`src/rtl/rr_arb_pkg.sv`:
```
// Shared constants and FSM state encoding for the 16-way round-robin arbiter.
package rr_arb_pkg;

  localparam int N          = 16;
  localparam int IDW        = 4;
  localparam int TMO_CYCLES = 255;

  typedef enum logic {
    ST_IDLE  = 1'b0,
    ST_GRANT = 1'b1
  } state_t;

endpackage

```
`src/rtl/rr_arbiter16_pick.sv`:
```
// Combinational rotating priority picker: first set req bit at or after ptr, wrapping 15->0.
// No registers, no backpressure; found=0 when req is empty.
module rr_pick
  import rr_arb_pkg::*;
(
  input  logic [N-1:0]   req,
  input  logic [IDW-1:0] ptr,
  output logic           found,
  output logic [IDW-1:0] idx
);

  logic [N-1:0]   rot;
  logic [IDW-1:0] off;

  // rot[j] is the request at position ptr+j, so bit 0 carries the highest priority.
  always_comb begin
    rot = '0;
    for (int j = 0; j < N; j++) begin
      rot[j] = req[ptr + IDW'(j)];
    end
  end

  always_comb begin
    found = 1'b0;
    off   = '0;
    for (int j = N - 1; j >= 0; j--) begin
      if (rot[j]) begin
        found = 1'b1;
        off   = IDW'(j);
      end
    end
  end

  assign idx = ptr + off;

endmodule

```
`src/rtl/rr_arbiter16.sv`:
```
// 16-way round-robin arbiter holding each grant until done or req drop; grant one cycle after req.
// Registered outputs, one idle cycle between owners; RR_ARB_TIMEOUT_EN adds a grant watchdog.
module rr_arbiter16 #(
  parameter int N          = rr_arb_pkg::N,
  parameter int IDW        = rr_arb_pkg::IDW,
  parameter int TMO_CYCLES = rr_arb_pkg::TMO_CYCLES
) (
  input  logic           clk,
  input  logic           reset,
  input  logic [N-1:0]   req,
  input  logic           done,
  output logic [N-1:0]   grant,
  output logic [IDW-1:0] grant_id,
  output logic           grant_valid,
  output logic           timeout
);

  import rr_arb_pkg::*;

  if (N != 16 || IDW != 4 || TMO_CYCLES < 1 || TMO_CYCLES > 255) begin : g_bad_cfg
    $error("rr_arbiter16: unsupported parameter set");
  end

  state_t         state, state_nxt;
  logic [IDW-1:0] ptr, ptr_nxt;
  logic [N-1:0]   grant_nxt;
  logic [IDW-1:0] grant_id_nxt;
  logic           grant_valid_nxt;
  logic           pick_found;
  logic [IDW-1:0] pick_idx;
  logic           owner_release;
  logic           wd_hit;

  rr_pick u_pick (
    .req   (req),
    .ptr   (ptr),
    .found (pick_found),
    .idx   (pick_idx)
  );

  // done and a dropped owner request on the same edge are one release.
  assign owner_release = done | ~req[grant_id];

`ifdef RR_ARB_TIMEOUT_EN
  logic [7:0] wd_cnt, wd_cnt_nxt;
  logic       timeout_nxt;

  assign wd_hit = (wd_cnt == 8'(TMO_CYCLES - 1));
`else
  assign wd_hit  = 1'b0;
  assign timeout = 1'b0;
`endif

  always_comb begin
    state_nxt       = state;
    ptr_nxt         = ptr;
    grant_nxt       = grant;
    grant_id_nxt    = grant_id;
    grant_valid_nxt = grant_valid;
`ifdef RR_ARB_TIMEOUT_EN
    wd_cnt_nxt  = wd_cnt;
    timeout_nxt = 1'b0;
`endif
    case (state)
      ST_IDLE: begin
        if (pick_found) begin
          state_nxt       = ST_GRANT;
          grant_nxt       = N'(1) << pick_idx;
          grant_id_nxt    = pick_idx;
          grant_valid_nxt = 1'b1;
`ifdef RR_ARB_TIMEOUT_EN
          wd_cnt_nxt = '0;
`endif
        end
      end
      ST_GRANT: begin
        if (owner_release || wd_hit) begin
          state_nxt       = ST_IDLE;
          grant_nxt       = '0;
          grant_id_nxt    = '0;
          grant_valid_nxt = 1'b0;
          ptr_nxt         = grant_id + IDW'(1);
`ifdef RR_ARB_TIMEOUT_EN
          timeout_nxt = ~owner_release;
        end else begin
          wd_cnt_nxt = wd_cnt + 8'd1;
`endif
        end
      end
      default: state_nxt = ST_IDLE;
    endcase
  end

  always_ff @(posedge clk or posedge reset) begin
    if (reset) begin
      state       <= ST_IDLE;
      ptr         <= '0;
      grant       <= '0;
      grant_id    <= '0;
      grant_valid <= 1'b0;
    end else begin
      state       <= state_nxt;
      ptr         <= ptr_nxt;
      grant       <= grant_nxt;
      grant_id    <= grant_id_nxt;
      grant_valid <= grant_valid_nxt;
    end
  end

`ifdef RR_ARB_TIMEOUT_EN
  always_ff @(posedge clk or posedge reset) begin
    if (reset) begin
      wd_cnt  <= '0;
      timeout <= 1'b0;
    end else begin
      wd_cnt  <= wd_cnt_nxt;
      timeout <= timeout_nxt;
    end
  end
`endif

endmodule

```
`config.mk`:
```
export PLATFORM = sky130hd
export DESIGN_NAME = rr_arbiter16
export DESIGN_NICKNAME = d
export VERILOG_FILES = /design/src/rtl/rr_arb_pkg.sv /design/src/rtl/rr_arbiter16_pick.sv /design/src/rtl/rr_arbiter16.sv
export SDC_FILE = /design/constraint.sdc
export NUM_CORES = 1
export LEC_CHECK = 0
export CAP_MARGIN = 15
export CORE_AREA = 2 2 73 75
export CTS_BUF_LIST = sky130_fd_sc_hd__clkbuf_8
export CTS_CLUSTER_SIZE = 40
export DETAILED_ROUTE_END_ITERATION = 8
export DIE_AREA = 0 0 75 77
export PLACE_DENSITY_LB_ADDON = 0.1
export SKIP_LAST_GASP = 1
export SLEW_MARGIN = 15
export SYNTH_ARGS = -nofsm -noshare
export SYNTH_HDL_FRONTEND = slang
export SYNTH_SLANG_ARGS = --single-unit
```
`constraint.sdc`:
```
create_clock -name clk -period 6.4 [get_ports clk]
set_clock_uncertainty 0.1 [all_clocks]
set_input_delay 1.28 -clock clk [delete_from_list [all_inputs] [get_ports clk]]
set_output_delay 1.28 -clock clk [all_outputs]
set_load 0.005 [all_outputs]
```
== Yosys cells after proc, flatten, opt, wreduce, memory -nomap -nowiden ==
Index checks and enable logic that the tools add are counted.

* Bits in registers: 26
* Bits of input ports: 19
* Output and inout bits: 22
* Word-level logic and storage cells: 125

* Add/subtract/negate cells: 17
* Magnitude comparators: 17
* Eq/ne operators: 2
* Shift-type cells: 1
* Mux-type cells: 78
* Bitwise gates (word level): 3
* Reduce and logical (&&, ||, !) cells: 2

{| class="wikitable"
|+ Operator list
! cell !! number
|-
| 4-bit by 5-bit < comparator with 1-bit output (second input constant) || 17
|-
| 4-bit 2-to-1 mux || 18
|-
| 1-bit binary-select mux with 4-bit select || 17
|-
| 1-bit 2-to-1 mux || 37
|-
| 4-bit adder (second input constant) || 8
|-
| 16-bit 2-to-1 mux || 2
|-
| 16-bit one-hot mux with 2 select lines || 1
|-
| 4-bit by 3-bit adder with 4-bit output (second input constant) || 4
|-
| 1-bit by 4-bit << shifter with 16-bit output (first input constant) || 1
|-
| 4-bit by 1-bit adder with 4-bit output (second input constant) || 2
|-
| 4-bit by 2-bit adder with 4-bit output (second input constant) || 2
|-
| 4-bit one-hot mux with 2 select lines || 1
|-
| 4-bit adder || 1
|-
| 1-bit one-hot mux with 2 select lines || 2
|-
| 2-bit AND reduction || 2
|-
| 2-bit by 1-bit != test with 1-bit output (second input constant) || 1
|-
| 2-bit != test (second input constant) || 1
|-
| 1-bit inverter || 2
|-
| 1-bit bitwise OR || 1
|}

== Depth between registers and ports, before layout ==
* Depth after elaboration: 23
* Mapped depth: 21

== Hierarchy ==
A second synthesis with hierarchy kept.

* Cells, all modules: 294
* Area, all modules: 3056.7 µm²

{| class="wikitable"
|+ By module, submodules not included
! module !! times used !! cells an instance !! area each (µm²) !! sequential area each (µm²)
|-
| rr_arbiter16 || 1 || 181 || 1676.6 || 650.6
|-
| rr_pick || 1 || 113 || 1380.1 || 0.0
|}

== Least setup slack after synthesis ==
Ideal clock, no wire load.

* Path kind: register to register
* Start point: register ptr[0]
* End point: register grant[0]
* Setup time: 121 ps
* Data arrival time: 4691 ps
* Data required time: 6179 ps
* Path slack: 1488 ps
* Cell stages (with the launch flop): 20
* Cell sequence: dfrtp_1 -> buf_6 -> buf_8 -> buf_8 -> inv_1 -> ha_1 -> clkbuf_1 -> mux4_2 -> mux4_2 -> nor2_2 -> nor2b_1 -> o311a_1 -> o31a_1 -> ha_1 -> a21o_1 -> a21oi_1 -> xnor2_1 -> inv_1 -> mux2_4 -> a32o_2

* Cells in the longest elaborated chain, start to end: 23

{| class="wikitable"
|+ Ends and longest elaborated chain
! item !! line !! text
|-
| start, declared || rr_arbiter16.sv:25 || <nowiki>logic [IDW-1:0] ptr, ptr_nxt;</nowiki>
|-
| start signal, assigned || rr_arbiter16.sv:103 || <nowiki>ptr <= ptr_nxt;</nowiki>
|-
| 4-bit adder || rr_arbiter16_pick.sv:19 || <nowiki>rot[j] = req[ptr + IDW'(j)];</nowiki>
|-
| 1-bit binary-select mux with 4-bit select || rr_arbiter16_pick.sv:19 ||
|-
| 1-bit 2-to-1 mux (not written as such) || rr_arbiter16_pick.sv:19 ||
|-
| 4-bit 2-to-1 mux (16 in series) || rr_arbiter16_pick.sv:27 || <nowiki>if (rot[j]) begin</nowiki>
|-
| 4-bit adder || rr_arbiter16_pick.sv:34 || <nowiki>assign idx = ptr + off;</nowiki>
|-
| 1-bit by 4-bit << shifter with 16-bit output || rr_arbiter16.sv:68 || <nowiki>grant_nxt = N'(1) << pick_idx;</nowiki>
|-
| 16-bit 2-to-1 mux || rr_arbiter16.sv:66 || <nowiki>if (pick_found) begin</nowiki>
|-
| 16-bit one-hot mux with 2 select lines || rr_arbiter16.sv:64 || <nowiki>case (state)</nowiki>
|-
| end signal, assigned || rr_arbiter16.sv:104 || <nowiki>grant <= grant_nxt;</nowiki>
|-
| end, declared || rr_arbiter16.sv:12 || <nowiki>output logic [N-1:0] grant,</nowiki>
|}

Several ways; a longest one is shown, not always the timed one. The select of a mux whose other input is x is not followed.
A chain may end at the register's enable or synchronous reset.

== Worst setup path in the final report ==
* Start point: input req[7]
* End point: register grant[15]

* Cells in the longest elaborated chain, start to end: 22

{| class="wikitable"
|+ Ends and longest elaborated chain
! item !! line !! text
|-
| start, declared || rr_arbiter16.sv:10 || <nowiki>input logic [N-1:0] req,</nowiki>
|-
| 1-bit binary-select mux with 4-bit select || rr_arbiter16_pick.sv:19 ||
|-
| 1-bit 2-to-1 mux (not written as such) || rr_arbiter16_pick.sv:19 ||
|-
| 4-bit 2-to-1 mux (16 in series) || rr_arbiter16_pick.sv:27 ||
|-
| 4-bit adder || rr_arbiter16_pick.sv:34 ||
|-
| 1-bit by 4-bit << shifter with 16-bit output || rr_arbiter16.sv:68 ||
|-
| 16-bit 2-to-1 mux || rr_arbiter16.sv:66 ||
|-
| 16-bit one-hot mux with 2 select lines || rr_arbiter16.sv:64 ||
|}

Several ways; a longest one is shown, not always the timed one. The select of a mux whose other input is x is not followed.

==> results.cfg <==
[run_status]
status = finished, final reports clean

[floorplan]
ios = 41
start_util_pct = 55.2
die_area_um2 = 5780
fp.dieW_um = 75
core_um2 = 4980
fp-row-count = 26
die_h_um = 77

[flow_run]
drv_cap = 0

[synth]
seq_area_frac_synth_pct = 23.7
ys_warn_count = 0
synth_area_per_cell_um2 = 12.3
syn-num-nets = 254
synth_edf_count = 0
synthCells = 223
postSynth.asyncResetShare_pct = 100
ys_types = 55
ys.flop_type = dfrtp_1
netlist_area_um2 = 2750
ys_ff_latch = 26

[placement]
dp_hpwl_mm = 4.71
place_congestion = 0.840
port_buffers = 39

[sta]
period_share_pct = 82.2
final-max-slew-violation-count = 0
final-hold-violation-count = 0
worst_slew_pin_slew_ns = 0.937
fin_crit_ns = 5.26
setup_tns_ns = 0
slew_headroom_pct = 37.5
setup_viol = 0
max_freq_ghz = 0.190
rsz0062_at_grt = no

[setup_path]
worstSetupEndpointType = flip-flop
r2r_slack_ns = 1.34
timing.rr.start = ptr[0]
rr_worst_depth = 15
critPathMaxFanout = 8
critPathRequiredTime_ns = 6.46
critPathKind = in -> reg
arrival_ns = 5.32
crit_path_start_kind = input pin
r2r-end = grant[0]

[global_route]
grt_max_degree = 27
grt_first_pass_wirelength_mm = 10.4
grt_pass1_vias = 2005
antenna_found_initial = 0
grt_util_all_layers_pct = 23.4
grt-ovfl-total = 0

[finish]
n_antenna_cell = 0
nFillCells = 421
area_growth_pct = 15.2
drive_gt1_share_pct = 23.7
nets = 285

[clock_tree]
cts_max_level = 1
ctsResizeCount = 0
cts_buffer_depth = 2
clk_latency_ns = 0.26
tritoncts = done
cts_setup_buffers = 0
cts_buffers = 3
postCtsHoldBufs = 0
cts.sinks = 26
clk_pin_slew_ns = 0.08
clockRootBuffer = clkbuf_8

[drt]
drcViolationCount = 0
firstDrtPassIters = 4
drtIter0Drc = 116
routed-via-count = 2015
drt_wl_total_mm = 6.15
wl_per_cell_um = 19.0
via_per_inst = 6.24
postRouteAntennaNets = 0

[min_path]
hp-class = reg -> reg
hold_path_end = grant[2]
min-delay-start = grant[2]
whs_path_depth = 1
## cells by family after synthesis
kind of cell / count (synthesis) / share of synthesized area (%)
simple gates: 46 / 10.2
flops: 26 / 23.7
fa+ha+maj: 12 / 5.74
xor+xnor: 12 / 3.82
other cells: 1 / 0.136
mux: 54 / 35.4
buf+inv: 29 / 7.42
compound gates: 43 / 13.7
## metal layers
layer | wire length [um] | track usage, % | up-vias
met3 | 315 | 3.94 | 2
li1 | - | - | 942
met1 | 2930 | 37.3 | 1015
met2 | 2880 | 34.7 | 56
met5 | 0 | 0 | -
met4 | 15 | 2.32 | 0
## worst max path at each step
stage            start   endpoint  slack [ns]  cells after the start
6_report        req[7]  grant[15]        1.14                     12
5_1_grt         req[7]   grant[6]        0.93                     12
4_1_cts        req[11]   grant[0]        1.17                     14
3_5_place_dp   req[11]   grant[0]        0.88                     14
3_3_place_gp    req[1]  grant[13]        0.93                     12
2_1_floorplan   ptr[0]   grant[0]        1.49                     19
## worst max-delay path: stages
cell and delay (ns):
clkdlybuf4s50_1 0.48, mux4_4 0.64, mux4_1 0.65, nor3_1 0.21, a31oi_1 0.11, a21oi_1 0.19, ha_1 0.21, inv_1 0.05
fa_1 0.37, xor2_1 0.51, nor2_1 0.28, a32o_2 0.33
## layout make-up
type	instances	area (um2)	share of cell area [%]
well taps	70	87.6	2.77
inverters	13	48.8	1.54
clock inverters	1	30.0	0.949
repair buffers	42	413	13.0
multi-input cells	168	1890	59.8
clock buffers	3	41.3	1.30
flip-flops and latches	26	651	20.6
## sequential cells by signal, summed over array words and instances, names as in the netlist
register and flops:
grant 16, grant_id 4, ptr 4, grant_valid 1, state 1
## synthesized netlist by cell type, types with 3 or more instances
cell type / number / area, um2
a21boi_0: 4 / 30.0
ha_1: 11 / 138
mux4_1: 3 / 78.8
inv_1: 13 / 48.8
mux2i_1: 16 / 160
buf_4: 3 / 22.5
mux4_2: 27 / 608
a21oi_1: 6 / 30.0
nand2_1: 10 / 37.5
clkbuf_1: 5 / 18.8
xnor2_1: 6 / 52.6
buf_8: 4 / 60.1
nor2_1: 11 / 41.3
a32o_2: 9 / 101
dfrtp_1: 26 / 651
mux2_2: 4 / 45.0
a32o_1: 7 / 70.1
a31oi_1: 3 / 18.8
buf_6: 3 / 33.8
xor2_1: 6 / 52.6
## placed cells by master, fill, tap and decap left out, types with 2 or more instances in the layout
master,netlist,routed
a21boi_0,4,4
a21o_1,2,2
a21oi_1,6,6
a31oi_1,3,3
a32o_1,7,7
a32o_2,9,9
and2b_1,2,2
and3_1,2,2
buf_4,3,3
clkbuf_8,0,3
clkdlybuf4s50_1,0,39
dfrtp_1,26,26
ha_1,11,11
inv_1,13,13
mux2_2,4,4
mux2_4,2,2
mux2i_1,16,16
mux4_1,3,3
mux4_2,27,27
mux4_4,2,2
nand2_1,10,10
nand2b_1,2,2
nand3b_1,2,2
nor2_1,11,11
nor2b_1,2,2
nor4_1,2,2
nor4_4,2,2
o21ai_0,2,2
xnor2_1,6,6
xor2_1,6,6
## through the flow
stage                     utilization (%)  setup slack [ns]  cells  cell area (um2)  hold slack [ns]
after floorplan                         -              1.49    223             2750            0.371
after global placement               62.2             0.928    319             3090            0.370
final                                63.6              1.14    323             3170            0.396
after detailed placement             62.2             0.881    319             3090            0.363
after CTS                            63.6              1.17    323             3170            0.395
after global routing                 63.6             0.934    323             3170            0.410
Power is not shown: default switching activity piles up to over one toggle a cycle in this logic, so the estimate is an artifact.
